`src/rtl/freq_meas_pkg.sv`:
```
// Shared definitions for the frequency measurement blocks: sequencer state
// encoding, count bus width and the default gate timing constants.
package freq_meas_pkg;

   typedef enum logic [2:0] {
      IDLE,
      ARM,
      WAIT_OPEN,
      MEASURE,
      PRESENT
   } meas_state_t;

   // Width of the standard/unknown count buses and of the timeout timer.
   localparam int unsigned CNT_W = 32;

   // 3 s at 100 MHz: longest time allowed from arm release to gate close.
   localparam int unsigned DEF_TIMEOUT_CYCLES = 300_000_000;

   // Width of the measurement reset pulse sent to the gate block.
   localparam int unsigned DEF_RST_CYCLES = 4;

endpackage : freq_meas_pkg

```
`src/rtl/freq_meas_ctrl.sv`:
```
// Measurement sequencer for the equal-precision frequency gate: pulses the
// gate reset, waits for the gate to open and close, captures both counts on
// the closing edge (or reports a timeout) and hands the result downstream on
// a valid/ready interface. Optionally re-arms after every delivered result.
module freq_meas_ctrl #(
   parameter int unsigned RST_CYCLES     = freq_meas_pkg::DEF_RST_CYCLES,
   parameter int unsigned TIMEOUT_CYCLES = freq_meas_pkg::DEF_TIMEOUT_CYCLES,
   parameter int unsigned CNT_W          = freq_meas_pkg::CNT_W
) (
   input  logic             clk_100M,
   input  logic             meas_rst,
   input  logic             start,
   input  logic             continuous,
   input  logic             meas_gate,
   input  logic [CNT_W-1:0] cnt_s,
   input  logic [CNT_W-1:0] cnt_x,
   output logic             gate_rst,
   output logic             busy,
   output logic             res_valid,
   input  logic             res_ready,
   output logic [CNT_W-1:0] res_cnt_s,
   output logic [CNT_W-1:0] res_cnt_x,
   output logic             res_timeout
);
   import freq_meas_pkg::*;

   localparam int unsigned      PC_W    = $clog2(RST_CYCLES + 1);
   localparam logic [PC_W-1:0]  PC_LOAD = PC_W'(RST_CYCLES);
   localparam logic [PC_W-1:0]  PC_ONE  = PC_W'(1);
   localparam logic [CNT_W-1:0] TO_LAST = CNT_W'(TIMEOUT_CYCLES - 1);

   meas_state_t      state;
   meas_state_t      state_nxt;
   logic [CNT_W-1:0] timer;
   logic [PC_W-1:0]  pulse_cnt;
   logic             meas_gate_d;

   logic             gate_rise;
   logic             gate_fall;
   logic             timeout_hit;
   logic             handshake;
   logic             pulse_load;
   logic             timer_clr;
   logic             cap_meas;
   logic             cap_to;

   assign gate_rise   = meas_gate & ~meas_gate_d;
   assign gate_fall   = ~meas_gate & meas_gate_d;
   // >= rather than == so a late arrival in MEASURE still times out.
   assign timeout_hit = (timer >= TO_LAST);
   assign handshake   = res_valid & res_ready;

   // The gate reset pulse is the pulse counter being non-zero; it serves
   // both the ARM phase and the abort pulse that overlaps PRESENT.
   assign gate_rst    = (pulse_cnt != '0);
   assign busy        = (state != IDLE);

   // State register.
   always_ff @(posedge clk_100M or posedge meas_rst) begin
      if (meas_rst) state <= IDLE;
      else          state <= state_nxt;
   end

   // Next-state decode and per-cycle control strobes.
   always_comb begin
      state_nxt  = state;
      pulse_load = 1'b0;
      timer_clr  = 1'b0;
      cap_meas   = 1'b0;
      cap_to     = 1'b0;
      unique case (state)
         IDLE: begin
            if (start) begin
               state_nxt  = ARM;
               pulse_load = 1'b1;
            end
         end
         ARM: begin
            if (pulse_cnt <= PC_ONE) begin
               state_nxt = WAIT_OPEN;
               timer_clr = 1'b1;
            end
         end
         WAIT_OPEN: begin
            if (timeout_hit) begin
               state_nxt  = PRESENT;
               cap_to     = 1'b1;
               pulse_load = 1'b1;
            end else if (gate_rise) begin
               state_nxt = MEASURE;
            end
         end
         MEASURE: begin
            // A real close takes priority over a coincident timeout.
            if (gate_fall) begin
               state_nxt = PRESENT;
               cap_meas  = 1'b1;
            end else if (timeout_hit) begin
               state_nxt  = PRESENT;
               cap_to     = 1'b1;
               pulse_load = 1'b1;
            end
         end
         PRESENT: begin
            if (handshake) begin
               if (continuous) begin
                  state_nxt  = ARM;
                  pulse_load = 1'b1;
               end else begin
                  state_nxt = IDLE;
               end
            end
         end
         default: state_nxt = IDLE;
      endcase
   end

   // Gate history for edge detection.
   always_ff @(posedge clk_100M or posedge meas_rst) begin
      if (meas_rst) meas_gate_d <= 1'b0;
      else          meas_gate_d <= meas_gate;
   end

   // Gate reset pulse counter: loaded on arm/abort, counts down to zero.
   always_ff @(posedge clk_100M or posedge meas_rst) begin
      if (meas_rst)              pulse_cnt <= '0;
      else if (pulse_load)       pulse_cnt <= PC_LOAD;
      else if (pulse_cnt != '0)  pulse_cnt <= pulse_cnt - PC_ONE;
   end

   // Saturating timeout timer, running from arm release until gate close.
   always_ff @(posedge clk_100M or posedge meas_rst) begin
      if (meas_rst) begin
         timer <= '0;
      end else if (timer_clr) begin
         timer <= '0;
      end else if ((state == WAIT_OPEN || state == MEASURE) && timer != '1) begin
         timer <= timer + CNT_W'(1);
      end
   end

   // Result capture and valid flag; fields hold until the next capture.
   always_ff @(posedge clk_100M or posedge meas_rst) begin
      if (meas_rst) begin
         res_valid   <= 1'b0;
         res_cnt_s   <= '0;
         res_cnt_x   <= '0;
         res_timeout <= 1'b0;
      end else if (cap_meas) begin
         res_valid   <= 1'b1;
         res_cnt_s   <= cnt_s;
         res_cnt_x   <= cnt_x;
         res_timeout <= 1'b0;
      end else if (cap_to) begin
         res_valid   <= 1'b1;
         res_cnt_s   <= '0;
         res_cnt_x   <= '0;
         res_timeout <= 1'b1;
      end else if (handshake) begin
         res_valid   <= 1'b0;
      end
   end

endmodule : freq_meas_ctrl

```
`config.mk`:
```
export PLATFORM = sky130hd
export DESIGN_NAME = freq_meas_ctrl
export DESIGN_NICKNAME = d
export VERILOG_FILES = /design/src/rtl/freq_meas_pkg.sv /design/src/rtl/freq_meas_ctrl.sv
export SDC_FILE = /design/constraint.sdc
export NUM_CORES = 1
export LEC_CHECK = 0
export BUFFER_PORTS_ARGS = -buffer_cell sky130_fd_sc_hd__buf_4
export CORE_UTILIZATION = 25
export CTS_CLUSTER_SIZE = 12
export DETAILED_ROUTE_END_ITERATION = 12
export PLACE_DENSITY = 0.42
export SETUP_SLACK_MARGIN = 0.3
export SKIP_LAST_GASP = 1
export SLEW_MARGIN = 10
export SYNTH_ARGS = -nofsm -noshare
export SYNTH_HDL_FRONTEND = slang
export SYNTH_SLANG_ARGS = --single-unit
export TNS_END_PERCENT = 30
```
`constraint.sdc`:
```
create_clock -name clk_100M -period 3.4 [get_ports clk_100M]
set_input_delay 0.51 -clock clk_100M [delete_from_list [all_inputs] [get_ports clk_100M]]
set_output_delay 0.51 -clock clk_100M [all_outputs]
set_load 0.05 [all_outputs]
```
==> impl_metrics.py, run 1 <==
metrics = {
    "global_routing": {
        "grt_max_degree": 67,
        "antenna_found_initial": 0,
        "grtUsageTotal_pct": 13.1,
        "grt_overflow": 0,
        "grt_pass1_wl_mm": 18.9,
        "grt_pass1_vias": 3556,
    },
    "die": {
        "coreArea_mm2": 0.0180,
        "row_count": 49,
        "fp.dieH_um": 137,
        "start_util_pct": 25.5,
        "io_pins": 138,
        "die_x_um": 137,
        "dieArea_mm2": 0.0188,
    },
    "clock_network": {
        "clock-sinks": 105,
        "cts_resized": 0,
        "hold_buffers": 0,
        "worstSkewPairLatency_ns": 0.35,
        "clk_path_buf_depth": 2,
        "tritoncts": "yes",
        "cts-root-buf": "clkbuf_16",
        "cts_made_buffers": 9,
        "postCtsSetupBuffers": 0,
        "clk_pin_slew_ns": 0.08,
        "cts-htree-levels": 3,
    },
    "timing": {
        "slew_headroom_pct": 33.6,
        "tightest_slew_ns": 0.994,
        "fin_skew_ns": 0.00938,
        "rsz0062_at_grt": "no",
        "layout_worst_path_cycle_share_pct": 69.9,
        "setup_slack_ns": 1.02,
        "fin_hold_ws_ns": 0.302,
        "setup_viol": 0,
        "hold_viol_final": 0,
        "drv_slew": 0,
        "clock.fmax_mhz": 421,
        "min_period_ns": 2.38,
        "tns_ns": 0,
    },
    "setup_path": {
        "arrival_ns": 2.66,
        "path_delay_family": "compound AO/OA/AOI/OAI gates",
        "crit_path_start_kind": "register",
        "critPathMaxStageDelay_ns": 0.54,
        "timing.critical_path.buf_inv": 1,
        "r2r_setup_slack_ns": 1.02,
        "end_kind": "register",
        "critPathRequiredTime_ns": 3.69,
        "path_cells": "or4_1 > a311oi_1 > o41ai_1 > and2_1 > o31ai_4 > buf_12 > a22o_1",
        "cp_max_fo": 66,
        "path_class": "register to register",
        "cp_slowest_cell": "or4_1",
    },
    "routing": {
        "drt-initial-drc-count": 137,
        "drt-wirelength-per-cell_um": 15.8,
        "drt-pass1-iter-count": 4,
        "vias": 3658,
        "viasPerCell": 4.73,
        "drc": 0,
        "ant_nets": 0,
        "wirelength_mm": 12.2,
    },
    "yosys": {
        "synth_fa_ha_area_share_pct": 1.09,
        "synth-edff-count": 0,
        "synth_top_family_by_area": "compound AO/OA/AOI/OAI gates",
        "synth_ff_type": "dfrtp_1",
        "synth_area_mm2": 0.00457,
        "synth_mux_area_share_pct": 0.219,
        "synth_compound_area_share_pct": 18.1,
        "yosysWarnings": 0,
        "synth.avg_cell_area_um2": 11.3,
        "synthCells": 406,
        "yosys_register_bits": 105,
        "synth_xor_xnor_area_share_pct": 4.60,
        "synth-async-reset-ratio_pct": 100,
        "yosysUniqueCellTypes": 41,
        "syn-num-nets": 480,
        "synth-seq-area-share_pct": 57.5,
        "synthSimpleGateAreaFrac_pct": 15.0,
    },
    "layout": {
        "final_cell_mix": "141 x buf_4, 105 x dfrtp_1, 64 x a22o_1, 44 x nor2_1, 18 x nand2_1",
        "syn_to_final_growth_pct": 34.1,
        "nFillCells": 1814,
        "drive_gt1_share_pct": 30.3,
        "final_common_cell": "buf_4",
        "post-route-util_pct": 34.1,
        "num-nets-final": 614,
        "antennaDiodeCount": 0,
    },
    "power": {
        "p_per_area_mw_per_mm2": 988,
        "p_leak_nw": 2.82,
        "vdd_drop_max_mv": 0.544,
        "total_power_w": 0.00606,
    },
    "status": {
        "status": "finished clean",
    },
    "job": {
        "drv_cap": 0,
    },
    "placement": {
        "io_buffers": 137,
        "hpwl_mm": 8.36,
        "gp_congestion": 0.790,
        "pre_cts_ws_ns": 0.995,
    },
    "min_path": {
        "min_path_type": "input port to register",
    },
}
synth_stat cells (7+ instances only):
cell type,n,share of area [%]
dfrtp_1,105,57
a22o_1,64,12
nor2_1,44,3.6
nand2_1,18,1.5
a21oi_1,15,1.6
nor3_1,14,1.5
xnor2_1,14,2.7
nand3_1,13,1.4
clkbuf_1,12,0.99
nand4_1,12,1.6
inv_1,11,0.90
xor2_1,10,1.9
o21ai_0,9,0.99
or3_1,7,0.96
per-stage QoR:
step / std cells / area (um^2)
5_1_grt: 773 / 6130
2_1_floorplan: 406 / 4580
6_report: 773 / 6130
3_5_place_dp: 758 / 5850
4_1_cts: 773 / 6130
3_3_place_gp: 758 / 5850
sequential cells by signal, indices dropped and copies added, names as in the netlist:
name and count:
meas_gate_d 1, timer 32, pulse_cnt 3, res_cnt_s 32, res_valid 1, res_timeout 1
state 3, res_cnt_x 32
worst paths after layout:
check,depth (start not counted),endpoint,start
worst max-delay path,7,res_cnt_x[27],timer[10]
worst min-delay path,1,meas_gate_d,meas_gate
worst max register to register,7,res_cnt_x[27],timer[10]
worst min register to register,1,res_cnt_s[30],res_cnt_s[30]
max in group asynchronous,3,timer[6],meas_rst
min in group asynchronous,2,timer[12],meas_rst
metal layers:
layer	wire length [um]	up-vias	global-route usage, %
met5	0	-	0
met4	130	0	3.36
met3	744	10	3.97
met2	5420	107	20.3
met1	5930	1789	17.7
li1	-	1752	-
power breakdown:
part	switching, W	total, W	internal (W)	leakage, nW
Combinational	0.00205	0.00308	0.00103	1.34
Sequential	0.000280	0.00197	0.00169	1.36
Clock	0.000498	0.00100	0.000504	0.126
Total	0.00283	0.00606	0.00323	2.82
cell families (layout without fill, tap and decap cells):
| logic type | count (synthesis) | count (layout) |
|---|---|---|
| buffers and inverters | 31 | 169 |
| XOR/XNOR | 24 | 24 |
| multiplexers | 1 | 1 |
| adder cells (fa/ha/maj) | 4 | 4 |
| AO/OA/AOI/OAI | 104 | 104 |
| AND/OR/NAND/NOR | 137 | 137 |
| flip-flops | 105 | 105 |
layout make-up:
| class | instances | area (um^2) | area share (%) |
|---|---|---|---|
| clock buffer | 9 | 225 | 3.67 |
| timing repair buffer | 143 | 1100 | 17.9 |
| inverter | 11 | 45.0 | 0.735 |
| tap | 229 | 287 | 4.67 |
| multi-input combinational | 270 | 1800 | 29.3 |
| clock inverter | 6 | 51.3 | 0.837 |
| sequential | 105 | 2630 | 42.9 |
No activity file was read; power rests on OpenSTA's default activity.
==> inputs of run 2 (changes only) <==
==> constraint.sdc (replaced) <==
create_clock -name clk_100M -period 2.1 [get_ports clk_100M]
set_input_delay 0.315 -clock clk_100M [delete_from_list [all_inputs] [get_ports clk_100M]]
set_output_delay 0.315 -clock clk_100M [all_outputs]
set_load 0.05 [all_outputs]
==> impl_metrics.py, run 2 (synthesized netlist as in run 1, its figures left out) <==
metrics = {
    "timing": {
        "clock.fmax_mhz": 460,
        "layout_worst_path_cycle_share_pct": 104,
        "rsz0062_at_grt": "yes",
        "tns_ns": -3.47,
        "fin_skew_ns": 0.00894,
        "slew_headroom_pct": 56.8,
        "setup_slack_ns": -0.0736,
        "min_period_ns": 2.17,
        "drv_slew": 0,
        "hold_viol_final": 0,
        "setup_viol": 67,
        "tightest_slew_ns": 0.647,
    },
    "clock_network": {
        "cts-root-buf": "clkbuf_16",
        "clock-sinks": 105,
        "tritoncts": "yes",
        "worstSkewPairLatency_ns": 0.36,
        "cts-htree-levels": 3,
        "clk_pin_slew_ns": 0.08,
        "cts_made_buffers": 9,
        "clk_path_buf_depth": 2,
    },
    "status": {
        "status": "finished, violations left",
        "violations": "setup timing",
    },
    "power": {
        "netSwitchingPower_w": 0.00462,
        "pwr-share-clk_pct": 16.3,
        "internal_power_w": 0.00535,
        "p_per_area_mw_per_mm2": 1520,
        "total_power_w": 0.00997,
        "vdd_drop_max_mv": 1.33,
        "switching_share_pct": 46.3,
        "p_leak_nw": 3.08,
        "share_comb_of_total_power_pct": 51.9,
        "seqPwrFrac_pct": 31.8,
    },
    "global_routing": {
        "met3_usage_pct": 3.86,
        "grt_pass1_vias": 3739,
        "grt_pass1_wl_mm": 20.1,
        "grtUsageTotal_pct": 14.0,
        "antenna_found_initial": 0,
        "grt_max_degree": 65,
        "top_usage_layer": "met2",
        "grt_overflow": 0,
        "met2_usage_pct": 22.1,
        "grtUsageMet1_pct": 18.3,
    },
    "die": {
        "fp.dieH_um": 137,
        "start_util_pct": 25.5,
        "io_pins": 138,
        "dieArea_mm2": 0.0188,
        "die_x_um": 137,
        "row_count": 49,
        "coreArea_mm2": 0.0180,
    },
    "layout": {
        "drive_gt1_share_pct": 36.5,
        "final_cell_area_mm2": 0.00656,
        "reg_top3": "res_cnt_s (32), res_cnt_x (32), timer (32)",
        "antennaDiodeCount": 0,
        "syn_to_final_growth_pct": 43.4,
        "final_common_cell": "buf_4",
        "post-route-util_pct": 36.5,
        "num-nets-final": 657,
        "final_cell_mix": "178 x buf_4, 105 x dfrtp_1, 64 x a22o_1, 44 x nor2_1, 18 x nand2_1",
    },
    "setup_path": {
        "end_kind": "register",
        "critPathMaxStageDelay_ns": 0.53,
        "reg2reg_depth": 8,
        "reg2reg_from": "timer[10]",
        "path_delay_family": "simple AND/OR/NAND/NOR gates",
        "r2r_setup_slack_ns": -0.07,
        "cp_max_fo": 27,
        "timing.critical_path.buf_inv": 2,
        "crit_path_start_kind": "register",
        "cp_slowest_cell": "or4_1",
        "path_class": "register to register",
        "critPathRequiredTime_ns": 2.39,
        "path_cells": "or4_1 > a311oi_2 > o41ai_2 > and2_4 > o31ai_4 > buf_6 > buf_12 > a22o_1",
        "arrival_ns": 2.46,
        "r2r-end": "res_cnt_x[20]",
    },
    "placement": {
        "place_area_mm2": 0.00621,
        "io_buffers": 137,
        "hpwl_mm": 8.77,
        "gp_congestion": 0.820,
    },
    "routing": {
        "drt-wirelength-per-cell_um": 15.8,
        "vias": 3822,
        "drt-pass1-iter-count": 4,
        "ant_nets": 0,
        "viasPerCell": 4.68,
        "drc": 0,
        "drt-initial-drc-count": 193,
        "wirelength_mm": 12.9,
    },
    "job": {
        "drv_cap": 0,
    },
    "min_path": {
        "min_path_type": "input port to asynchronous set/reset pin",
    },
}
run 2: stage by stage:
| stage | cells | setup slack, ns | hold slack [ns] |
|---|---|---|---|
| 2_1_floorplan | 406 | 0.0329 | 0.346 |
| 3_3_place_gp | 799 | -0.119 | 0.441 |
| 3_5_place_dp | 799 | -0.160 | 0.455 |
| 4_1_cts | 816 | -0.120 | 0.0694 |
| 5_1_grt | 816 | -0.183 | 0.0922 |
| 6_report | 816 | -0.0736 | 0.0549 |
run 2: cell type report:
class,instances,area [um^2]
Sequential cell,105,2630
Clock inverter,6,50.0
Clock buffer,9,225
Inverter,11,45.0
Tap cell,229,287
Multi-Input combinational cell,270,1830
Timing Repair Buffer,186,1500
Fill cell,1774,11400
run 2: how the worst max path moves through the flow:
stage,start,endpoint,depth (start not counted)
2_1_floorplan,timer[10],res_valid,8
3_3_place_gp,timer[29],res_cnt_x[24],7
3_5_place_dp,timer[10],res_cnt_x[30],7
4_1_cts,timer[10],res_cnt_x[8],8
5_1_grt,timer[1],res_cnt_s[3],9
6_report,timer[10],res_cnt_x[20],8
run 2: repair_timing:
item,in CTS,in global routing
buffers inserted,1,0
cloned,1,0
pin swaps,0,3
setup endpoints to repair,104,106
resized for setup,5,3
hold buffers,0,0
hold endpoints to repair,0,0
run 2: power by group through the flow:
stage | clock network (W) | registers, W | logic (W)
after floorplan | 0 | 0.00537 | 0.00132
after global placement | 0 | 0.00321 | 0.00514
after detailed placement | 0 | 0.00322 | 0.00518
after CTS | 0.00171 | 0.00318 | 0.00522
after global routing | 0.00177 | 0.00329 | 0.00549
final | 0.00162 | 0.00317 | 0.00517
run 2: per-layer routing:
layer  share of wire (%)  vias up
met5                   0        -
met3                 7.0       11
li1                    -     1842
met1                  46     1857
met4                 1.2        0
met2                  46      112
